## config.mk

```make
export PLATFORM = sky130hd
export DESIGN_NAME = mem_wb_stage_flat
export DESIGN_NICKNAME = d
export VERILOG_FILES = /design/src/rtl/mem_wb_stage_if.sv /design/src/rtl/mem_wb_stage.sv /design/src/flat_wrapper.sv
export SDC_FILE = /design/constraint.sdc
export NUM_CORES = 1
export LEC_CHECK = 0
export BUFFER_PORTS_ARGS = -buffer_cell sky130_fd_sc_hd__buf_2
export CELL_PAD_IN_SITES_DETAIL_PLACEMENT = 1
export CELL_PAD_IN_SITES_GLOBAL_PLACEMENT = 1
export CORE_ASPECT_RATIO = 1.25
export CORE_UTILIZATION = 38
export CTS_CLUSTER_DIAMETER = 150
export DETAILED_ROUTE_END_ITERATION = 10
export GPL_ROUTABILITY_DRIVEN = 0
export PLACE_DENSITY = 0.79
export SLEW_MARGIN = 20
export SYNTH_ARGS = -nofsm -noshare
export SYNTH_HDL_FRONTEND = slang
export SYNTH_SLANG_ARGS = --single-unit
export TNS_END_PERCENT = 10
```

## constraint.sdc

```tcl
create_clock -name clk -period 7 [get_ports clk]
set_input_delay 0.7 -clock clk [delete_from_list [all_inputs] [get_ports clk]]
set_output_delay 0.7 -clock clk [all_outputs]
set_load 0.01 [all_outputs]
```

## src/rtl/mem_wb_stage_if.sv

```systemverilog
`default_nettype none
// ============================================================================
// Module   : mem_wb_stage_if
// Purpose  : Memory-to-writeback stage bus: stage inputs, writeback port, bypass.
// Revision : 1.0
// ============================================================================
interface mem_wb_stage_if;
    logic        stall;
    logic        flush;
    logic        in_valid;
    logic        in_rf_we;
    logic [4:0]  in_wr;
    logic [1:0]  in_wd_sel;
    logic [31:0] in_alu_res;
    logic [31:0] in_pc4;
    logic [31:0] in_imm;
    logic [31:0] in_dram_rdata;
    logic [2:0]  in_load_type;
    logic [4:0]  rR1;
    logic [4:0]  rR2;
    logic [31:0] rD1_rf;
    logic [31:0] rD2_rf;
    logic        WE;
    logic [4:0]  wR;
    logic [31:0] WD;
    logic [31:0] rD1_fwd;
    logic [31:0] rD2_fwd;
    logic        wb_valid;
    logic        misalign;
    logic [31:0] instret;

    modport master (
        output stall, flush, in_valid, in_rf_we, in_wr, in_wd_sel, in_alu_res,
               in_pc4, in_imm, in_dram_rdata, in_load_type, rR1, rR2, rD1_rf, rD2_rf,
        input  WE, wR, WD, rD1_fwd, rD2_fwd, wb_valid, misalign, instret
    );

    modport slave (
        input  stall, flush, in_valid, in_rf_we, in_wr, in_wd_sel, in_alu_res,
               in_pc4, in_imm, in_dram_rdata, in_load_type, rR1, rR2, rD1_rf, rD2_rf,
        output WE, wR, WD, rD1_fwd, rD2_fwd, wb_valid, misalign, instret
    );
endinterface
`default_nettype wire

```

## src/rtl/mem_wb_stage.sv

```systemverilog
`default_nettype none
// ============================================================================
// Module   : mem_wb_stage
// Purpose  : MEM/WB pipeline register, load extraction, writeback mux, bypass.
// Revision : 1.0
// ============================================================================
module mem_wb_stage (
    input  logic          clk,
    input  logic          rst,
    mem_wb_stage_if.slave bus
);
    localparam logic [1:0] c_SEL_ALU  = 2'b00;
    localparam logic [1:0] c_SEL_LOAD = 2'b01;
    localparam logic [1:0] c_SEL_PC4  = 2'b10;
    localparam logic [2:0] c_LB  = 3'b000;
    localparam logic [2:0] c_LH  = 3'b001;
    localparam logic [2:0] c_LW  = 3'b010;
    localparam logic [2:0] c_LBU = 3'b100;
    localparam logic [2:0] c_LHU = 3'b101;

    logic        valid_q,     valid_d;
    logic        rf_we_q,     rf_we_d;
    logic [4:0]  wr_q,        wr_d;
    logic [1:0]  wd_sel_q,    wd_sel_d;
    logic [31:0] alu_res_q,   alu_res_d;
    logic [31:0] pc4_q,       pc4_d;
    logic [31:0] imm_q,       imm_d;
    logic [31:0] rdata_q,     rdata_d;
    logic [2:0]  load_type_q, load_type_d;
    logic [31:0] instret_q,   instret_d;

    logic [1:0]  w_off;
    logic [7:0]  w_byte;
    logic [15:0] w_half;
    logic [31:0] w_load;
    logic        w_misalign;
    logic        w_we;
    logic [31:0] w_wd;

    // Flush only invalidates the slot; the remaining fields are left as-is.
    always_comb begin
        valid_d     = valid_q;
        rf_we_d     = rf_we_q;
        wr_d        = wr_q;
        wd_sel_d    = wd_sel_q;
        alu_res_d   = alu_res_q;
        pc4_d       = pc4_q;
        imm_d       = imm_q;
        rdata_d     = rdata_q;
        load_type_d = load_type_q;
        if (bus.flush) begin
            valid_d = 1'b0;
        end else if (!bus.stall) begin
            valid_d     = bus.in_valid;
            rf_we_d     = bus.in_rf_we;
            wr_d        = bus.in_wr;
            wd_sel_d    = bus.in_wd_sel;
            alu_res_d   = bus.in_alu_res;
            pc4_d       = bus.in_pc4;
            imm_d       = bus.in_imm;
            rdata_d     = bus.in_dram_rdata;
            load_type_d = bus.in_load_type;
        end
    end

    // Retirement is the held instruction leaving, so flush does not suppress it.
    always_comb begin
        instret_d = instret_q;
        if (valid_q && !bus.stall) begin
            instret_d = instret_q + 32'd1;
        end
    end

    always_ff @(posedge clk or posedge rst) begin
        if (rst) begin
            valid_q     <= 1'b0;
            rf_we_q     <= 1'b0;
            wr_q        <= 5'd0;
            wd_sel_q    <= 2'b00;
            alu_res_q   <= 32'd0;
            pc4_q       <= 32'd0;
            imm_q       <= 32'd0;
            rdata_q     <= 32'd0;
            load_type_q <= 3'b000;
            instret_q   <= 32'd0;
        end else begin
            valid_q     <= valid_d;
            rf_we_q     <= rf_we_d;
            wr_q        <= wr_d;
            wd_sel_q    <= wd_sel_d;
            alu_res_q   <= alu_res_d;
            pc4_q       <= pc4_d;
            imm_q       <= imm_d;
            rdata_q     <= rdata_d;
            load_type_q <= load_type_d;
            instret_q   <= instret_d;
        end
    end

    always_comb begin
        w_off  = alu_res_q[1:0];
        w_byte = rdata_q[{w_off, 3'b000} +: 8];
        w_half = w_off[1] ? rdata_q[31:16] : rdata_q[15:0];
        case (load_type_q)
            c_LB:    w_load = {{24{w_byte[7]}}, w_byte};
            c_LBU:   w_load = {24'd0, w_byte};
            c_LH:    w_load = {{16{w_half[15]}}, w_half};
            c_LHU:   w_load = {16'd0, w_half};
            default: w_load = rdata_q;
        endcase
    end

    always_comb begin
        w_misalign = valid_q && (wd_sel_q == c_SEL_LOAD) &&
                     ((((load_type_q == c_LH) || (load_type_q == c_LHU)) && w_off[0]) ||
                      ((load_type_q == c_LW) && (w_off != 2'b00)));
        case (wd_sel_q)
            c_SEL_ALU:  w_wd = alu_res_q;
            c_SEL_LOAD: w_wd = w_misalign ? rdata_q : w_load;
            c_SEL_PC4:  w_wd = pc4_q;
            default:    w_wd = imm_q;
        endcase
        w_we = valid_q && rf_we_q && (wr_q != 5'd0) && !w_misalign;
    end

    assign bus.WE       = w_we;
    assign bus.wR       = wr_q;
    assign bus.WD       = w_wd;
    assign bus.wb_valid = valid_q;
    assign bus.misalign = w_misalign;
    assign bus.instret  = instret_q;
    // w_we already excludes x0, so a zero read index always sees the raw file.
    assign bus.rD1_fwd  = (w_we && (wr_q == bus.rR1)) ? w_wd : bus.rD1_rf;
    assign bus.rD2_fwd  = (w_we && (wr_q == bus.rR2)) ? w_wd : bus.rD2_rf;
endmodule
`default_nettype wire
```

## src/flat_wrapper.sv

```systemverilog
// flat-port wrapper written by rule: the top's interface ports become plain ports
module mem_wb_stage_flat 
  (clk, rst, bus_stall, bus_flush, bus_in_valid, bus_in_rf_we, bus_in_wr, bus_in_wd_sel, bus_in_alu_res, bus_in_pc4, bus_in_imm, bus_in_dram_rdata, bus_in_load_type, bus_rR1, bus_rR2, bus_rD1_rf, bus_rD2_rf, bus_WE, bus_wR, bus_WD, bus_rD1_fwd, bus_rD2_fwd, bus_wb_valid, bus_misalign, bus_instret);
  mem_wb_stage_if bus_i ();
  input  logic clk;
  input  logic rst;
  input wire logic [$bits(bus_i.stall)-1:0] bus_stall;
  input wire logic [$bits(bus_i.flush)-1:0] bus_flush;
  input wire logic [$bits(bus_i.in_valid)-1:0] bus_in_valid;
  input wire logic [$bits(bus_i.in_rf_we)-1:0] bus_in_rf_we;
  input wire logic [$bits(bus_i.in_wr)-1:0] bus_in_wr;
  input wire logic [$bits(bus_i.in_wd_sel)-1:0] bus_in_wd_sel;
  input wire logic [$bits(bus_i.in_alu_res)-1:0] bus_in_alu_res;
  input wire logic [$bits(bus_i.in_pc4)-1:0] bus_in_pc4;
  input wire logic [$bits(bus_i.in_imm)-1:0] bus_in_imm;
  input wire logic [$bits(bus_i.in_dram_rdata)-1:0] bus_in_dram_rdata;
  input wire logic [$bits(bus_i.in_load_type)-1:0] bus_in_load_type;
  input wire logic [$bits(bus_i.rR1)-1:0] bus_rR1;
  input wire logic [$bits(bus_i.rR2)-1:0] bus_rR2;
  input wire logic [$bits(bus_i.rD1_rf)-1:0] bus_rD1_rf;
  input wire logic [$bits(bus_i.rD2_rf)-1:0] bus_rD2_rf;
  output wire logic [$bits(bus_i.WE)-1:0] bus_WE;
  output wire logic [$bits(bus_i.wR)-1:0] bus_wR;
  output wire logic [$bits(bus_i.WD)-1:0] bus_WD;
  output wire logic [$bits(bus_i.rD1_fwd)-1:0] bus_rD1_fwd;
  output wire logic [$bits(bus_i.rD2_fwd)-1:0] bus_rD2_fwd;
  output wire logic [$bits(bus_i.wb_valid)-1:0] bus_wb_valid;
  output wire logic [$bits(bus_i.misalign)-1:0] bus_misalign;
  output wire logic [$bits(bus_i.instret)-1:0] bus_instret;
  assign bus_i.stall = bus_stall;
  assign bus_i.flush = bus_flush;
  assign bus_i.in_valid = bus_in_valid;
  assign bus_i.in_rf_we = bus_in_rf_we;
  assign bus_i.in_wr = bus_in_wr;
  assign bus_i.in_wd_sel = bus_in_wd_sel;
  assign bus_i.in_alu_res = bus_in_alu_res;
  assign bus_i.in_pc4 = bus_in_pc4;
  assign bus_i.in_imm = bus_in_imm;
  assign bus_i.in_dram_rdata = bus_in_dram_rdata;
  assign bus_i.in_load_type = bus_in_load_type;
  assign bus_i.rR1 = bus_rR1;
  assign bus_i.rR2 = bus_rR2;
  assign bus_i.rD1_rf = bus_rD1_rf;
  assign bus_i.rD2_rf = bus_rD2_rf;
  assign bus_WE = bus_i.WE;
  assign bus_wR = bus_i.wR;
  assign bus_WD = bus_i.WD;
  assign bus_rD1_fwd = bus_i.rD1_fwd;
  assign bus_rD2_fwd = bus_i.rD2_fwd;
  assign bus_wb_valid = bus_i.wb_valid;
  assign bus_misalign = bus_i.misalign;
  assign bus_instret = bus_i.instret;
  mem_wb_stage u_core (.clk(clk), .rst(rst), .bus(bus_i));
endmodule
```

==> implementation parameters, run 1 <==
Parameter                              Value

STA
  Final clock period utilization by the worst path    58.26%
  Finish-stage setup viols    0
  Largest clock skew in the final design    0.01144 ns
  Setup repair after global routing missed its margin    false
  Highest clock rate    245.2 MHz
  Hold violation count in the final report    0
  Worst Max-Slew Pin Slew    1.072 ns
  Slew headroom    28.57%
  Post-layout minimum cycle time    4.078 ns
  Number of pins with negative max-slew slack in the final report    0
  Setup TNS Final    0 ns

Die
  Floorplan core area    0.02365 mm2
  Die X    140.8 um
  Die Outline Area    0.02470 mm2
  Effective utilization at floorplan    38.69%
  Boundary Pins    354
  Row count    63
  Die height    175.5 um

Worst setup path
  Worst path top cell family by delay    buffers and inverters
  Reg2Reg Depth    5
  Arrival time at the worst endpoint    3.38 ns
  CP endpoint kind    primary output
  Worst Path Required    6.30 ns
  Category of the critical setup timing path    reg2out
  Setup slack of the worst register-to-register path    4.70 ns
  Largest driver fanout on the critical path    27
  End of the worst register-to-register path    u_core.bus.instret[27]
  Buf/Inv on CP    3
  CP max stage delay    0.69 ns
  Setup crit end    bus_rD2_fwd[29]
  Cell-by-cell trace of the critical path    buf_4 > nor2_1 > a21o_4 > nor4_4 > buf_4 > mux2_2 > buf_2
  Launch point of the critical path    u_core.wd_sel_q[1]
  Master of the slowest instance on the critical path    sky130_fd_sc_hd__dfrtp_2
  Critical path launch point type    flip-flop
  Reg-to-Reg Start    u_core.bus.wb_valid
  Count of cell instances traversed by the critical path    7
  Most numerous cell on the critical path    sky130_fd_sc_hd__buf_4

Clock network
  Clock insertion delay at the later pin of the skew report    0.43 ns
  H-tree levels    4
  Number of buffers inserted for hold repair after clock tree synthesis    0
  CTS tree    yes
  Clock sinks    172
  Root Buffer    sky130_fd_sc_hd__clkbuf_16
  Clock slew at the register clock pins of the worst setup and hold paths    0.07 ns
  Post-CTS Resized    0
  Number of clock buffers inserted by TritonCTS    17
  Max Buffers Root-to-Sink    2
  Number of setup buffers added after CTS    0

Power
  Clk pwr share    31.8%
  Net switching component of the power    0.9526 mW
  Share of power burned in registers    42.9%
  Internal power    1.966 mW
  Leakage Power    5.527 nW
  Peak supply drop    0.1806 mV
  Power Density    249.3 mW/mm2
  Proportion of total power due to net switching    32.64%
  Combinational power share    25.3%

Global route
  First-pass GRT wire length    46890 um
  Overflow left after global routing    0
  Global-route usage over all layers    25.12%
  Number of global-route vias before repair    8210
  Maximum number of pins on one net before global-route repair    103
  Antenna violations before repair    12

Outcome
  Run status    complete, no violations

Place
  Buffers added on ports    353
  Count of placed standard cells including taps    1393
  Post-detailed-placement half-perimeter wirelength    23510 um

Final layout
  Layout net count    1339
  Area delta synth->final    27.95%
  Fraction of final layout cells sized beyond drive strength 1    51.99%
  Number of fill cells in the layout    2672
  Sequential cell area in the final layout    0.004305 mm2
  Area taken by multi-input logic gates    0.004464 mm2
  Final Instance Count excl. Fillers    1430

Route
  Number of search-and-repair iterations in the first detailed-routing pass    5
  Wirelength, routed    31030 um
  Post-detailed-route wirelength per cell    21.70 um
  Post-route DRC    0
  1st-iter DRT viols    413
  Antenna Nets Post-Route    0
  Total vias in the final route    7729
  Via-to-Cell Ratio    5.405

Synthesis
  Mapped Avg Cell Area    11.64 um2
  Post-synth top area cell    sky130_fd_sc_hd__dfrtp_1
  Cell count after synthesis    786
  Sequential-to-total area share from yosys stat    47.05%
  Most common library cells after synthesis    178 x sky130_fd_sc_hd__mux2_2, 172 x sky130_fd_sc_hd__dfrtp_1, 50 x sky130_fd_sc_hd__mux2i_1
  Combined area of all synthesized cells    0.009149 mm2
  Distinct cell type count after synthesis    58
  Share of flip-flops with an asynchronous set or reset after synthesis    100.0%
  Largest cells by area after synthesis    sky130_fd_sc_hd__dfrtp_1 47%, sky130_fd_sc_hd__mux2_2 22%, sky130_fd_sc_hd__mux2i_1 5.5%, sky130_fd_sc_hd__xnor2_1 2.8%, sky130_fd_sc_hd__nand2_1 1.8%
  Most used DFF post-synth    sky130_fd_sc_hd__dfrtp_1
  Area share of the largest cell type after synthesis    47.05%
  Most repeated cell in the gate-level netlist after synthesis    sky130_fd_sc_hd__mux2_2
  Register bit count reported by yosys    172
  Number of enable-type register cells in the synthesized netlist    0
  Yosys warns    0
  Syn_nets    1005

Run
  Max-cap violations    0

Hold path
  Worst hold-check path type    in2async
worst min path at each step:
stage | startpoint | end | slack, ns | cells after the start
2_1_floorplan | u_core.alu_res_q[30] | u_core.alu_res_q[30] | 0.47 | 1
3_3_place_gp | u_core.bus.instret[31] | u_core.bus.instret[31] | 0.46 | 1
3_5_place_dp | u_core.bus.instret[31] | u_core.bus.instret[31] | 0.47 | 1
4_1_cts | rst | u_core.bus.instret[25] | 0.42 | 2
5_1_grt | rst | u_core.bus.instret[23] | 0.43 | 2
6_report | rst | u_core.bus.instret[25] | 0.36 | 2
cell families (layout without fill, tap and decap cells):
logic type      Yosys count  count (layout)  share of synthesized area, %
flops                   172             172                         47.05
simple gates            129             129                         7.426
mux                     228             228                         27.38
xor+xnor                 41              41                         3.925
compound gates          127             127                         9.820
buf+inv                  88             435                         4.267
fa+ha+maj                 1               1                        0.1367
other cells               0               5                             0
area by class of cell:
cell class	instances	share of cell area, %
Timing Repair Buffer	363	15.73
Inverter	40	1.347
Tap cell	292	3.121
Sequential cell	172	36.78
Multi-Input combinational cell	526	38.14
Antenna cell	5	0.1069
Clock inverter	12	0.9620
Clock buffer	20	3.816
metal layers:
metal | up-vias | track usage [%] | routed length [um]
met2 | 264 | 44.59 | 16290
met1 | 3855 | 28.89 | 11820
met4 | 14 | 9.737 | 811
met5 | - | 0 | 88
li1 | 3544 | - | -
met3 | 52 | 6.298 | 2017
placed cells by master, fill, tap and decap left out, types with 8 or more instances in the layout:
| master | synthesis | routed |
|---|---|---|
| sky130_fd_sc_hd__buf_2 | 9 | 353 |
| sky130_fd_sc_hd__mux2_2 | 178 | 178 |
| sky130_fd_sc_hd__dfrtp_1 | 172 | 171 |
| sky130_fd_sc_hd__mux2i_1 | 50 | 50 |
| sky130_fd_sc_hd__nand2_1 | 45 | 45 |
| sky130_fd_sc_hd__inv_1 | 39 | 38 |
| sky130_fd_sc_hd__o21ai_0 | 31 | 31 |
| sky130_fd_sc_hd__xnor2_1 | 29 | 29 |
| sky130_fd_sc_hd__nor2_1 | 23 | 21 |
| sky130_fd_sc_hd__a21oi_1 | 18 | 18 |
| sky130_fd_sc_hd__clkbuf_16 | 0 | 17 |
| sky130_fd_sc_hd__nand3_1 | 13 | 13 |
| sky130_fd_sc_hd__o22ai_1 | 13 | 13 |
| sky130_fd_sc_hd__xor2_1 | 12 | 12 |
| sky130_fd_sc_hd__a32oi_1 | 11 | 11 |
| sky130_fd_sc_hd__o211ai_1 | 11 | 11 |
| sky130_fd_sc_hd__buf_4 | 3 | 10 |
| sky130_fd_sc_hd__o221ai_1 | 8 | 8 |
| sky130_fd_sc_hd__a222oi_1 | 8 | 8 |
worst register-to-register path: stages, from the launching register on:
cell                       delay, ns
sky130_fd_sc_hd__dfrtp_1        0.64
sky130_fd_sc_hd__nand3b_1       0.16
sky130_fd_sc_hd__nor4_1         0.68
sky130_fd_sc_hd__and2_0         0.42
sky130_fd_sc_hd__nand3_1        0.15
sky130_fd_sc_hd__xnor2_1        0.14
power by group through the flow:
stage,registers (mW),logic (mW),clock network [mW]
after global placement,1.26,0.716,0
final,1.25,0.738,0.928
after CTS,1.25,0.747,0.946
after detailed placement,1.27,0.742,0
after floorplan,1.21,0.476,0
after global routing,1.27,0.803,0.981
sequential cells by signal, indices dropped and copies added, names as in the netlist:
signal / count
u_core.alu_res_q: 32
u_core.bus.instret: 32
u_core.imm_q: 32
u_core.pc4_q: 32
u_core.rdata_q: 32
u_core.bus.wR: 5
u_core.load_type_q: 3
u_core.wd_sel_q: 2
u_core.bus.wb_valid: 1
u_core.rf_we_q: 1
metrics by stage:
step	cell area (um2)	hold slack (ns)	utilization, %	setup slack [ns]	total power [mW]
after floorplan	9149	0.4727	-	1.640	1.688
after global placement	11130	0.4591	47.08	3.472	1.979
after detailed placement	11130	0.4655	47.08	3.395	2.011
after CTS	11690	0.4183	49.45	2.928	2.945
after global routing	11700	0.4269	49.48	2.759	3.055
final	11710	0.3631	49.50	2.922	2.919
(Power assumes the default switching activity.)
==> run 2: changes to the inputs <==
clock period = 4.1 ns   (was 7 ns; I/O delays follow)
==> implementation parameters, run 2 (synthesized netlist as in run 1, its figures left out) <==
Parameter                              Value

Worst setup path
  Reg2Reg Depth    5 (unchanged)
  Reg-to-Reg Start    u_core.bus.wb_valid (unchanged)
  Largest driver fanout on the critical path    11 (was 27)
  Worst path top cell family by delay    multiplexers (was buffers and inverters)
  End of the worst register-to-register path    u_core.bus.instret[31] (was u_core.bus.instret[27])
  Worst Path Required    3.69 ns (was 6.30 ns)
  Count of cell instances traversed by the critical path    7 (unchanged)
  CP endpoint kind    primary output (unchanged)
  Cell-by-cell trace of the critical path    buf_4 > mux2i_1 > mux2_2 > o21a_1 > a21oi_1 > mux2_2 > buf_2 (was buf_4 > nor2_1 > a21o_4 > nor4_4 > buf_4 > mux2_2 > buf_2)
  Master of the slowest instance on the critical path    sky130_fd_sc_hd__dfrtp_1 (was sky130_fd_sc_hd__dfrtp_2)
  Buf/Inv on CP    2 (was 3)
  Critical path launch point type    flip-flop (unchanged)
  Setup slack of the worst register-to-register path    1.79 ns (was 4.70 ns)
  CP max stage delay    0.68 ns (was 0.69 ns)
  Category of the critical setup timing path    reg2out (unchanged)
  Arrival time at the worst endpoint    3.05 ns (was 3.38 ns)
  Most numerous cell on the critical path    sky130_fd_sc_hd__mux2_2 (was sky130_fd_sc_hd__buf_4)

Route
  Total vias in the final route    7757 (was 7729)
  Post-detailed-route wirelength per cell    21.42 um (was 21.70 um)
  Amount of wire on met2 after detailed routing    16230 um (was 16290 um)
  Routed length on met3    2052 um (was 2017 um)
  Met1 routed wirelength after detailed routing    11920 um (was 11820 um)
  Post-route DRC    0 (unchanged)
  Uppermost layer routed    met5 (unchanged)
  Number of search-and-repair iterations in the first detailed-routing pass    5 (unchanged)
  1st-iter DRT viols    349 (was 413)
  Wirelength, routed    30780 um (was 31030 um)
  Antenna Nets Post-Route    0 (unchanged)
  Via-to-Cell Ratio    5.398 (was 5.405)

STA
  Highest clock rate    289.1 MHz
  Hold violation count in the final report    0 (unchanged)
  Post-layout minimum cycle time    3.458 ns
  Worst Max-Slew Pin Slew    0.7819 ns (was 1.072 ns)
  Largest clock skew in the final design    0.009276 ns (was 0.01144 ns)
  Slew headroom    47.87% (was 28.57%)
  Setup TNS Final    0 ns (unchanged)
  Final clock period utilization by the worst path    84.35%
  Setup repair after global routing missed its margin    false (unchanged)
  Number of pins with negative max-slew slack in the final report    0 (unchanged)
  Finish-stage setup viols    0 (unchanged)

Clock network
  Number of setup buffers added after CTS    0 (unchanged)
  Max Buffers Root-to-Sink    2 (unchanged)
  Number of buffers inserted for hold repair after clock tree synthesis    0 (unchanged)
  CTS tree    yes (unchanged)
  Clock sinks    172 (unchanged)
  Post-CTS Resized    0 (unchanged)
  Number of clock buffers inserted by TritonCTS    17 (unchanged)
  Clock insertion delay at the later pin of the skew report    0.42 ns (was 0.43 ns)
  Clock slew at the register clock pins of the worst setup and hold paths    0.06 ns (was 0.07 ns)
  Root Buffer    sky130_fd_sc_hd__clkbuf_16 (unchanged)
  H-tree levels    4 (unchanged)

Place
  Post-detailed-placement half-perimeter wirelength    23250 um (was 23510 um)
  Buffers added on ports    353 (unchanged)
  Placed cell areas    0.01121 mm2 (was 0.01113 mm2)

Final layout
  Commonest non-fill, non-tap cell in the layout    sky130_fd_sc_hd__buf_2 (unchanged)
  Commonest non-fill, non-tap cells in the layout    353 x sky130_fd_sc_hd__buf_2, 178 x sky130_fd_sc_hd__mux2_2, 171 x sky130_fd_sc_hd__dfrtp_1 (unchanged)
  Finished Cell Area    0.01180 mm2 (was 0.01171 mm2)
  Area delta synth->final    28.97% (was 27.95%)
  Fraction of final layout cells sized beyond drive strength 1    52.24% (was 51.99%)
  Layout net count    1346 (was 1339)

Die
  Boundary Pins    354 (unchanged)
  Effective utilization at floorplan    38.69% (unchanged)
  Die height    175.5 um (unchanged)
  Die X    140.8 um (unchanged)
  Row count    63 (unchanged)
  Floorplan core area    0.02365 mm2 (unchanged)
  Die Outline Area    0.02470 mm2 (unchanged)

Global route
  First-pass GRT wire length    46820 um (was 46890 um)
  Number of global-route vias before repair    8210 (unchanged)
  Overflow left after global routing    0 (unchanged)
  Global-route usage over all layers    25.05% (was 25.12%)
  Antenna violations before repair    13 (was 12)
  Maximum number of pins on one net before global-route repair    138 (was 103)

Power
  Peak supply drop    0.3070 mV (was 0.1806 mV)
  Proportion of total power due to net switching    31.81% (was 32.64%)
  Combinational power share    25.4% (was 25.3%)
  Net switching component of the power    1.592 mW (was 0.9526 mW)
  Leakage Power    5.560 nW (was 5.527 nW)
  Internal power    3.414 mW (was 1.966 mW)
  Power Density    424.3 mW/mm2 (was 249.3 mW/mm2)
  Share of power burned in registers    42.8% (was 42.9%)
  Clk pwr share    31.8% (about the same)

Run
  Max-cap violations    0 (unchanged)

Hold path
  Worst hold-check path type    in2async (unchanged)

Outcome
  Run status    complete, no violations (unchanged)
## run 2: cell types whose count changed in the layout (fill, tap and decap cells not counted)
cell                         change
sky130_fd_sc_hd__buf_12          +2
sky130_fd_sc_hd__buf_4           +4
sky130_fd_sc_hd__buf_6           +1
sky130_fd_sc_hd__clkbuf_8        +3
sky130_fd_sc_hd__clkinv_2        -3
sky130_fd_sc_hd__clkinv_4        -1
sky130_fd_sc_hd__clkinvlp_4      +3
sky130_fd_sc_hd__diode_2         +1
sky130_fd_sc_hd__inv_6           -1
sky130_fd_sc_hd__inv_8           -2
## run 2: per-layer routing
metal	track usage, %	up-vias
met5	0	-
met4	6.658	12
met3	6.461	42
met2	45.92	279
met1	28.65	3867
li1	-	3557
## run 2: power by group through the flow
stage	registers (mW)	logic (mW)	clock network, mW
6_report	2.14	1.27	1.59
4_1_cts	2.14	1.29	1.63
2_1_floorplan	2.07	0.813	0
3_3_place_gp	2.16	1.23	0
3_5_place_dp	2.17	1.28	0
5_1_grt	2.17	1.39	1.69
## run 2: metrics by stage
stage	cells	hold WS, ns	setup slack, ns	power (mW)	utilization [%]
after CTS	1431	0.1497	0.6280	5.055	49.81
after floorplan	786	0.4727	1.493	2.883	-
final	1437	0.1297	0.6415	5.006	49.89
after global routing	1434	0.1875	0.4793	5.247	49.86
after detailed placement	1400	0.4585	1.091	3.443	47.40
after global placement	1400	0.4589	1.141	3.390	47.40
## run 2: worst max path at each step
stage,from,endpoint,slack (ns)
after floorplan,rst,u_core.alu_res_q[0],1.49
after global placement,u_core.bus.wb_valid,bus_rD1_fwd[14],1.14
after detailed placement,u_core.bus.wb_valid,bus_rD2_fwd[14],1.09
after CTS,u_core.alu_res_q[1],bus_rD1_fwd[16],0.63
after global routing,u_core.wd_sel_q[1],bus_rD1_fwd[1],0.48
final,u_core.alu_res_q[1],bus_rD1_fwd[21],0.64
## run 2: layout make-up
type / instances / area (um2)
clock inverter: 8 / 83.83
clock buffer: 23 / 488.0
sequential: 172 / 4305
tap: 292 / 365.4
antenna: 6 / 15.01
fill: 2674 / 11850
inverter: 40 / 153.9
timing repair buffer: 370 / 1923
multi-input combinational: 526 / 4464
## run 2: worst register-to-register path, delay by kind of cell, from the launching register on
kind	cells	cell delay, ns
xor gates and xnor gates	1	0.15
DFF	1	0.65
and+or+nand+nor	4	1.41
